`config.mk`:
```
export PLATFORM = sky130hd
export DESIGN_NAME = uart_tx_sched
export DESIGN_NICKNAME = d
export VERILOG_FILES = /design/src/rtl/uart_tx_sched.sv
export SDC_FILE = /design/constraint.sdc
export NUM_CORES = 1
export LEC_CHECK = 0
export CELL_PAD_IN_SITES_DETAIL_PLACEMENT = 1
export CELL_PAD_IN_SITES_GLOBAL_PLACEMENT = 2
export CORE_UTILIZATION = 31
export CTS_BUF_LIST = sky130_fd_sc_hd__clkbuf_8
export DETAILED_ROUTE_END_ITERATION = 10
export PLACE_DENSITY = 0.91
export SLEW_MARGIN = 20
export SYNTH_ARGS = -nofsm -noshare
export SYNTH_HDL_FRONTEND = slang
export SYNTH_SLANG_ARGS = --single-unit
export TNS_END_PERCENT = 30
```
`constraint.sdc`:
```
create_clock -name clk -period 1.9 [get_ports clk]
set_clock_uncertainty 0.1 [all_clocks]
set_input_delay 0.38 -clock clk [delete_from_list [all_inputs] [get_ports clk]]
set_output_delay 0.38 -clock clk [all_outputs]
set_load 0.01 [all_outputs]
```
`src/rtl/uart_tx_sched.sv`:
```
`default_nettype none
// ============================================================================
// Module   : uart_tx_sched
// Purpose  : Transmit-side scheduler for the shared UART TX line. Picks one
//            of two byte requesters round-robin, frames the byte as start,
//            data (LSB first), optional parity and stop bits, and paces every
//            bit at CLK_DIV clock cycles.
// Revision : 1.0 - initial release
// ============================================================================
module uart_tx_sched #(
    parameter int CLK_DIV    = 16,
    parameter int DATA_BITS  = 8,
    parameter int PARITY_EN  = 0,
    parameter int PARITY_ODD = 0,
    parameter int STOP_BITS  = 1
) (
    input  logic       clk,
    input  logic       reset_n,
    input  logic       s0_valid,
    input  logic [7:0] s0_data,
    output logic       s0_ready,
    input  logic       s1_valid,
    input  logic [7:0] s1_data,
    output logic       s1_ready,
    output logic       tx,
    output logic       busy,
    output logic       tx_done,
    output logic       last_src
);

    // ------------------------------------------------------------------------
    // Elaboration-time parameter checks
    // ------------------------------------------------------------------------
    if (CLK_DIV < 2) begin : g_chk_clk_div
        $error("uart_tx_sched: CLK_DIV must be 2 or more");
    end
    if ((DATA_BITS < 5) || (DATA_BITS > 8)) begin : g_chk_data_bits
        $error("uart_tx_sched: DATA_BITS must be in the range 5 to 8");
    end
    if ((STOP_BITS != 1) && (STOP_BITS != 2)) begin : g_chk_stop_bits
        $error("uart_tx_sched: STOP_BITS must be 1 or 2");
    end

    // ------------------------------------------------------------------------
    // Constants
    // ------------------------------------------------------------------------
    localparam int              c_BAUD_W    = (CLK_DIV > 1) ? $clog2(CLK_DIV) : 1;
    localparam [c_BAUD_W-1:0]   c_BAUD_LAST = c_BAUD_W'(CLK_DIV - 1);
    localparam [c_BAUD_W-1:0]   c_BAUD_ONE  = c_BAUD_W'(1);
    localparam [3:0]            c_DATA_LAST = 4'(DATA_BITS - 1);
    localparam [3:0]            c_STOP_LAST = 4'(STOP_BITS - 1);

    localparam [2:0] c_ST_IDLE   = 3'd0;
    localparam [2:0] c_ST_START  = 3'd1;
    localparam [2:0] c_ST_DATA   = 3'd2;
    localparam [2:0] c_ST_PARITY = 3'd3;
    localparam [2:0] c_ST_STOP   = 3'd4;

    // ------------------------------------------------------------------------
    // State
    // ------------------------------------------------------------------------
    logic [2:0]          r_state;
    logic [c_BAUD_W-1:0] r_baud;
    logic [3:0]          r_bit_cnt;
    logic [7:0]          r_shift;
    logic                r_parity;
    logic                r_tx;
    logic                r_last_src;
    logic                r_prio;      // 0 favours port 0, 1 favours port 1

    logic                w_idle;
    logic                w_grant0;
    logic                w_grant1;
    logic                w_accept;
    logic                w_baud_last;
    logic [7:0]          w_sel_data;
    logic                w_sel_parity;

    // Round-robin grant: a port wins if it is the only one asking or if the
    // pointer favours it. Only state, valids and pointer feed the decision.
    always_comb begin
        w_idle   = (r_state == c_ST_IDLE);
        w_grant0 = w_idle && s0_valid && (!s1_valid || !r_prio);
        w_grant1 = w_idle && s1_valid && (!s0_valid ||  r_prio);
        w_accept = w_grant0 || w_grant1;
    end

    // Select the granted byte and precompute its parity over the sent bits only
    always_comb begin
        w_sel_data   = w_grant1 ? s1_data : s0_data;
        w_sel_parity = (PARITY_ODD != 0);
        for (int i = 0; i < DATA_BITS; i++) begin
            w_sel_parity = w_sel_parity ^ w_sel_data[i];
        end
    end

    assign w_baud_last = (r_baud == c_BAUD_LAST);

    // Frame sequencer: tx is loaded with the value of the next state's bit on
    // the same edge the state advances, so the line never glitches.
    always_ff @(posedge clk) begin
        if (!reset_n) begin
            r_state    <= c_ST_IDLE;
            r_baud     <= '0;
            r_bit_cnt  <= '0;
            r_shift    <= '0;
            r_parity   <= 1'b0;
            r_tx       <= 1'b1;
            r_last_src <= 1'b0;
            r_prio     <= 1'b0;
        end else begin
            case (r_state)
                c_ST_IDLE: begin
                    r_tx <= 1'b1;
                    if (w_accept) begin
                        r_state    <= c_ST_START;
                        r_baud     <= '0;
                        r_bit_cnt  <= '0;
                        r_shift    <= w_sel_data;
                        r_parity   <= w_sel_parity;
                        r_last_src <= w_grant1;
                        // Favour the port that just lost (or did not ask)
                        r_prio     <= w_grant0;
                        r_tx       <= 1'b0;
                    end
                end

                c_ST_START: begin
                    if (w_baud_last) begin
                        r_state   <= c_ST_DATA;
                        r_baud    <= '0;
                        r_bit_cnt <= '0;
                        r_tx      <= r_shift[0];
                    end else begin
                        r_baud <= r_baud + c_BAUD_ONE;
                    end
                end

                c_ST_DATA: begin
                    if (w_baud_last) begin
                        r_baud <= '0;
                        if (r_bit_cnt == c_DATA_LAST) begin
                            r_bit_cnt <= '0;
                            if (PARITY_EN != 0) begin
                                r_state <= c_ST_PARITY;
                                r_tx    <= r_parity;
                            end else begin
                                r_state <= c_ST_STOP;
                                r_tx    <= 1'b1;
                            end
                        end else begin
                            r_bit_cnt <= r_bit_cnt + 4'd1;
                            r_shift   <= r_shift >> 1;
                            r_tx      <= r_shift[1];
                        end
                    end else begin
                        r_baud <= r_baud + c_BAUD_ONE;
                    end
                end

                c_ST_PARITY: begin
                    if (w_baud_last) begin
                        r_state   <= c_ST_STOP;
                        r_baud    <= '0;
                        r_bit_cnt <= '0;
                        r_tx      <= 1'b1;
                    end else begin
                        r_baud <= r_baud + c_BAUD_ONE;
                    end
                end

                c_ST_STOP: begin
                    r_tx <= 1'b1;
                    if (w_baud_last) begin
                        r_baud <= '0;
                        if (r_bit_cnt == c_STOP_LAST) begin
                            r_state   <= c_ST_IDLE;
                            r_bit_cnt <= '0;
                        end else begin
                            r_bit_cnt <= r_bit_cnt + 4'd1;
                        end
                    end else begin
                        r_baud <= r_baud + c_BAUD_ONE;
                    end
                end

                default: begin
                    r_state <= c_ST_IDLE;
                    r_tx    <= 1'b1;
                end
            endcase
        end
    end

    // ------------------------------------------------------------------------
    // Outputs
    // ------------------------------------------------------------------------
    assign s0_ready = w_grant0;
    assign s1_ready = w_grant1;
    assign tx       = r_tx;
    assign busy     = !w_idle;
    assign tx_done  = (r_state == c_ST_STOP) && w_baud_last && (r_bit_cnt == c_STOP_LAST);
    assign last_src = r_last_src;

endmodule
`default_nettype wire

```
Word-level counts from Yosys, hierarchy flattened
Index checks and enable logic that the tools add are counted.
Operators by class
  $add $sub $neg: 2
  eq/ne operators: 15
  mux-type cells: 28
  reductions and logical operators: 26
Operators by type and width (count)
  $mux W8: 4
  $mux W4: 7
  $mux W3: 7
  $pmux W4 S4: 1
  $pmux W8 S2: 1
  $pmux W3 S5: 1
  $ne A2 B2 Y1 const B: 7
  $add A4 B1 Y4 const B: 2
  $pmux W4 S2: 1
  $reduce_and A7 Y1: 1
  $eq A3 B2 Y1 const B: 2
  $logic_and A1 B1 Y1: 6
  $mux W1: 5
  $reduce_and A5 Y1: 1
  $eq A4 B3 Y1 const B: 1
  $eq A4 B4 Y1 const B: 1
  $logic_not A1 Y1: 4
  $logic_not A4 Y1: 1
  $ne A2 B1 Y1 const B: 2
  $pmux W1 S4: 1
  $reduce_and A2 Y1: 2
  $reduce_and A4 Y1: 1
  $reduce_bool A2 Y1: 2
  $reduce_bool A4 Y1: 1
  7 further kinds: 9
Word-level totals
  register bits: 22
  input bits: 20
  output and inout bits: 6
  word-level logic and storage cells: 78

Longest topological paths before layout
Gate-level depths: netlist of run 1.
  depth after elaboration: 6
  gate-level depth with buffers: 7
  gate-level depth less buffers: 6

Worst setup path before layout of run 1
No wires, ideal clock.
  path type: reg2reg
  from: register r_state[0]
  to: register r_shift[7]
  setup time: 0.117 ns
  arrival time: 1.484 ns
  required time: 1.683 ns
  path slack: 0.199 ns
  stages on the path, launching flop included: 6
  buffers on the path: 1
  clock period less this slack: 1.701 ns
  cell sequence: dfxtp_1 > buf_2 > nor4b_4 > nand2_4 > mux2_4 > a32o_1
Between the ends
  word-level cells in the longest chain between the ends: 6
  elaborated cells on any way between the ends: 15
  classes of those cells: eq/ne: 4; mux: 3; reduce/logical: 8
RTL lines
  start: declaration: RTL line 62  | logic [2:0] r_state;
  start signal: assignment: RTL line 103  | r_state <= c_ST_IDLE;
  start signal: assignment: RTL line 116  | r_state <= c_ST_START;
  start signal: assignment: RTL line 130  | r_state <= c_ST_DATA;
  $logic_not A3 Y1: RTL line 82, 112
  $logic_and A1 B1 Y1 (on tied branches) (2 in series): RTL line 84, 83
  $mux W8 / $logic_or A1 B1 Y1 (equally long branches): RTL line 90, 85
  $mux W8 / $ne A2 B1 Y1 (equally long branches)
  $pmux W8 S2 / $reduce_and A4 Y1 (equally long branches)
  end signal: assignment: RTL line 119  | r_shift <= w_sel_data;
  end signal: assignment: RTL line 153  | r_shift <= r_shift >> 1;
  end: declaration: RTL line 65  | logic [7:0] r_shift;
Several ways; a longest one is shown, not always the timed one. The select of a mux whose other input is x is not followed.
A chain may end at the register's enable or synchronous reset.

Final worst setup path of run 1
  from: register r_state[2]
  to: output port s0_ready
Between the ends
  word-level cells in the longest chain between the ends: 3
RTL lines
  $logic_not A3 Y1: RTL line 82  | w_idle = (r_state == c_ST_IDLE);
  $logic_and A1 B1 Y1 (2 in series): RTL line 83  | w_grant0 = w_idle && s0_valid && (!s1_valid || !r_prio);
  end: declaration: RTL line 21  | output logic s0_ready,
Every way passes these cells.

==> results.tsv, run 1 <==
stage	metric	value	unit
run_status	status	complete, no violations	
critical_path	worst_setup_path_end_kind	output pin	
clocking	root_buffer	clkbuf_8	
synthesis	synth_edf_count	0	
layout	multi_input_area	899.6	sq um
sta	timing.fmax	527.8	MHz
grt	antenna_found_initial	0	
layout	drive_gt1_share	26.61	%
clocking	htree_levels	1	
sta	period_share	99.73	%
worst_hold_path	hold_depth	1	
synthesis	synth-main-ff-cell	dfxtp_1	
die	die_area	4585	sq um
synthesis	syn_inst	168	
synthesis	syn-num-nets	191	
synthesis	yosysWarnings	0	
synthesis	async_flop_share	0	%
pwr	power_per_cell_area	624.1	nW/um^2
layout	seqCellArea	442.9	sq um
critical_path	startpoint_type	register	
die	die_h	67.72	um
critical_path	cp_max_fo	5	
drt	m1WireLength	2044	um
grt	grt_max_degree	18	
critical_path	crit_arrival	1.41	ns
sta	min_period	1.895	ns
place	port_buffers	25	
flow_run	max-cap-violations	0	
sta	finalSetupViolCount	0	
drt	wl_met3	118	um
place	place_area	1822	sq um
layout	num-nets-final	242	
die	initial_utilization	32.76	%
synthesis	avgSynthCellArea	7.969	sq um
clocking	cts_tree	done	
clocking	cts_max_path_buffers	2	
place	gp_congestion	0.8278	
drt	first_iter_violations	46	
drt	viasPerCell	5.608	
place	place_hpwl	3327	um
grt	grt_overflow	0	
layout	area_delta_synth_final	46.73	%
die	boundaryPins	26	
layout	stdcell_area	1964	sq um
die	core	4086	sq um
drt	met2_length	2657	um
drt	vias	1503	
worst_hold_path	hp-class	reg2reg	
clocking	clkLatencyLatePin	0.27	ns
drt	wl	4864	um
die	die_x	67.72	um
drt	dr.pass1.iters	4	
sta	worst_slack	0.005180	ns
clocking	cts_buffers	3	
pwr	power.total	1.226	mW
drt	routedWlPerCell	18.15	um
grt	track_usage	21.29	%
critical_path	path_class	reg2out	
place	dp_slack	-0.3861	ns
drt	antenna_left	0	
clocking	hold_buffers	0	
synthesis	synthDistinctLibCells	47	
grt	grt_pass1_wl	7203	um
synthesis	synth.cell_area	1339	sq um
grt	grt_pass1_vias	1500	
drt	routed.top_layer	met4	
sta	rsz0062_at_grt	yes	
sta	maxSlewHeadroom	65.94	%
sta	final_max_slew_viol_count	0	
sta	tightest_slew	0.5067	ns
drt	drc	0	
synthesis	ys_seq_area_share	32.90	%
synthesis	synth_seq_cells	22	
die	num_rows	23	
sta	hold_slack	0.3659	ns
critical_path	required	1.42	ns
layout	fillerInstances	498	
pwr	power_leakage	0.7788	nW
pwr	vdd_drop_max	0.2362	mV
layout	antennaDiodeCount	0	
critical_path	ff2ff_path_depth	5	
sta	hold_viol	0	
clocking	numClockSinks	22	
clocking	clk_pin_slew	0.09	ns
## worst max-delay path, cell delays in order, from the launching register on
cell and delay [ns]:
dfxtp_2 0.35, buf_4 0.17, nor3_4 0.23, nand2_2 0.09, a21oi_1 0.15, buf_2 0.17
## metrics by stage
step / utilization [%] / cells / setup TNS, ns
floorplan: - / 168 / 0
global placement: 44.58 / 262 / -3.322
detailed placement: 44.58 / 262 / -4.195
CTS: 47.21 / 268 / 0
global route: 48.07 / 268 / -0.1004
finish: 48.07 / 268 / 0
## per-layer routing
layer | global-route usage [%] | up-vias
met2 | 38.37 | 28
met5 | 0 | -
li1 | - | 722
met4 | 7.447 | 0
met1 | 25.53 | 749
met3 | 2.534 | 4
## report_power, final
group	switching, mW	internal [mW]
clock network	0.172	0.282
registers	0.0171	0.487
logic	0.129	0.139
## synth_stat cells, drive strengths merged (4+ instances only)
master | n | share of area (%)
o21ai | 14 | 5.2
a32o | 7 | 5.2
nand3 | 18 | 6.7
nor2 | 14 | 3.9
and3 | 4 | 1.9
nand2b | 4 | 1.9
dfxtp | 22 | 33
a21oi | 13 | 4.9
buf | 4 | 1.5
or2 | 7 | 3.3
inv | 5 | 1.4
nand2 | 7 | 2.5
clkbuf | 5 | 1.5
## kinds of logic after synthesis
kind of cell	count (synthesis)	synth area share (%)
AND/OR/NAND/NOR	75	32.99
AO/OA/AOI/OAI	51	24.86
flip-flops	22	32.90
buffers and inverters	15	4.672
adder cells (fa/ha/maj)	3	2.804
XOR/XNOR	1	0.6543
multiplexers	1	1.121
## state kept, by name, indices dropped and copies added, names as in the netlist
| register | flops |
|---|---|
| tx | 1 |
| last_src | 1 |
| r_baud | 4 |
| r_bit_cnt | 4 |
| r_prio | 1 |
| r_state | 3 |
| r_shift | 8 |
## layout by cell type (no fill, tap or decap), types with 6 or more instances in the layout
cell type	synthesis	routed
a21oi_1	13	12
a32o_1	7	7
buf_4	0	27
clkdlybuf4s50_1	0	20
dfxtp_1	22	20
nand3_1	18	17
nor2_1	14	13
o21ai_1	10	10
or2_1	7	6
## area by class of cell
cell class              count  area share [%]
flip-flops and latches     22           22.55
clock inverters             1           1.529
repair buffers             55           23.69
clock buffers               3           2.102
multi-input cells         131           45.80
inverters                   6           1.146
well taps                  50           3.185
## repair_timing
item | CTS | global route
setup endpoints to repair | 11 | 15
resized for setup | 25 | 11
gates cloned | 0 | 0
pin swaps | 2 | 0
buffers inserted | 2 | 0
## path summary, 6_finish.rpt
path / slack (ns) / from / endpoint
worst min-delay path: 0.37 / r_shift[5] / r_shift[5]
worst max register to register: 0.07 / r_state[2] / r_shift[3]
worst min register to register: 0.37 / r_shift[5] / r_shift[5]
worst max-delay path: 0.005 / r_state[2] / s0_ready
(Power assumes the default switching activity.)
==> run 2: changes to the inputs <==
CORE_ASPECT_RATIO = 0.75   (was not set)
==> run 2 against run 1 <==
Compared with the run above: utilization up 0.68 points; sequential share of layout area down 0.35 points; register-to-register slack about the same; largest cell class unchanged; largest power group unchanged.
==> results.tsv, run 2 (synthesis results as in run 1) <==
stage	metric	value	unit	change
layout	fin_cells	276		was 268
layout	multi_input_area	895.9	sq um	was 899.6 sq um
die	die_h	58.91	um	was 67.72 um
critical_path	worst_setup_path_end_kind	output pin		unchanged
critical_path	startpoint_type	register		unchanged
sta	fin_tns_setup	0	ns	unchanged
grt	grt_max_degree	14		was 18
sta	rsz0062_at_grt	yes		unchanged
clocking	clkLatencyLatePin	0.27	ns	about the same
place	gp_congestion	0.8637		was 0.8278
layout	final_cell_mix	buf_4, clkdlybuf4s50_1, dfxtp_1		unchanged
layout	regMostFlops	r_shift		unchanged
clocking	cts_buffers	3		unchanged
layout	area_delta_synth_final	49.44	%	was 46.73%
drt	routedWlPerCell	17.29	um	was 18.15 um
critical_path	cp_cell_sequence	buf_6 -> nor3_4 -> nand2_1 -> a21oi_2 -> clkdlybuf4s15_2		was buf_4 -> nor3_4 -> nand2_2 -> a21oi_1 -> buf_2
drt	first_iter_violations	97		was 46
layout	seqCellArea	444.2	sq um	was 442.9 sq um
sta	finalSetupViolCount	0		unchanged
worst_hold_path	hp-class	reg2reg		unchanged
drt	vias	1516		was 1503
grt	grt_pass1_wl	7700	um	was 7203 um
layout	drive_gt1_share	27.60	%	was 26.61%
drt	wl	4772	um	was 4864 um
sta	tightest_slew	0.3480	ns	was 0.5067 ns
layout	num-nets-final	245		was 242
die	initial_utilization	32.62	%	was 32.76%
clocking	clk_pin_slew	0.09	ns	about the same
layout	final_common_cell	buf_4		unchanged
critical_path	worst-path-buf-inv	2		unchanged
die	num_rows	20		was 23
die	die_area	4588	sq um	was 4585 sq um
grt	antenna_found_initial	0		unchanged
place	place_inst	271		was 262
drt	dr.pass1.iters	4		unchanged
sta	final_max_slew_viol_count	0		unchanged
clocking	root_buffer	clkbuf_8		unchanged
sta	hold_viol	0		unchanged
drt	viasPerCell	5.493		was 5.608
drt	antenna_left	0		unchanged
layout	antennaDiodeCount	0		unchanged
clocking	cts_tree	done		unchanged
layout	fillerInstances	497		was 498
pwr	power_leakage	0.7951	nW	was 0.7788 nW
pwr	vdd_drop_max	0.3922	mV	was 0.2362 mV
layout	largestRegisters	r_shift (8), r_baud (4), r_bit_cnt (4)		unchanged
critical_path	crit_family	buffers and inverters		was flip-flops
critical_path	slowest_delay	0.35	ns	about the same
place	port_buffers	25		unchanged
layout	stdcell_area	2001	sq um	was 1964 sq um
worst_hold_path	hold_depth	2		was 1
die	core	4104	sq um	was 4086 sq um
die	boundaryPins	26		unchanged
place	place_hpwl	3576	um	was 3327 um
critical_path	required	1.42	ns	about the same
sta	maxSlewHeadroom	76.70	%	was 65.94%
die	die_x	77.88	um	was 67.72 um
layout	postLayoutCoreUtil	48.75	%	was 48.07%
sta	min_period	1.896	ns	was 1.895 ns
grt	grt_overflow	0		unchanged
pwr	power.total	1.238	mW	was 1.226 mW
flow_run	max-cap-violations	0		unchanged
critical_path	cp_max_fo	5		unchanged
critical_path	path_class	reg2out		unchanged
layout	largest_reg_flops	8		unchanged
sta	period_share	99.77	%	was 99.73%
critical_path	crit_path_top_delay_cell	dfxtp_2		unchanged
critical_path	cp_num_cells	5		unchanged
place	place_area	1858	sq um	was 1822 sq um
critical_path	crit_arrival	1.42	ns	was 1.41 ns
pwr	power_per_cell_area	618.8	nW/um^2	was 624.1 nW/um^2
drt	drc	0		unchanged
critical_path	ff2ff_path_depth	6		was 5
grt	track_usage	22.11	%	was 21.29%
clocking	cts_max_path_buffers	2		unchanged
grt	grt_pass1_vias	1601		was 1500
sta	timing.fmax	527.5	MHz	was 527.8 MHz
clocking	htree_levels	1		unchanged
clocking	numClockSinks	22		unchanged
run_status	status	complete, no violations		unchanged
-- run 2: what timing repair did --
action	4_1_cts	5_1_grt
buffers inserted	1	0
resized for setup	28	9
endpoints found under the setup margin	12	13
hold buffers	0	0
pin swaps	5	0
-- run 2: final timing paths --
kind | end | from | slack [ns]
setup reg to reg | r_bit_cnt[0] | r_state[0] | 0.08
setup / recovery | s0_ready | r_state[1] | 0.004
hold reg to reg | last_src | last_src | 0.36
hold / removal | last_src | last_src | 0.36
-- run 2: worst min-delay path, stage by stage (launching register included) --
cell and delay (ns):
dfxtp_1 0.32, nand2_1 0.05, a21oi_1 0.05
-- run 2: power by group --
part           internal (mW)  leakage (nW)  switching [mW]
clock network          0.282        0.0357           0.174
registers              0.488         0.181          0.0177
logic                  0.145         0.578           0.131
-- run 2: metal layers --
metal  track usage [%]  routed length [um]
met1             27.52                2087
met3             4.341                 208
met5                 0                   0
met2             38.31                2431
met4             8.356                  44
-- run 2: metrics by stage --
| stage | hold slack [ns] | setup WS (ns) |
|---|---|---|
| floorplan | 0.3342 | 0.1985 |
| global placement | 0.3438 | -0.3679 |
| detailed placement | 0.3506 | -0.4966 |
| CTS | 0.3660 | 0.007354 |
| global route | 0.3945 | -0.08104 |
| finish | 0.3626 | 0.004434 |
-- run 2: final cells by class --
class / instances / share of cell area, %
timing repair buffer: 58 / 24.89
sequential: 22 / 22.20
inverter: 6 / 1.126
tap: 55 / 3.440
clock inverter: 1 / 1.501
multi-input combinational: 131 / 44.78
clock buffer: 3 / 2.064
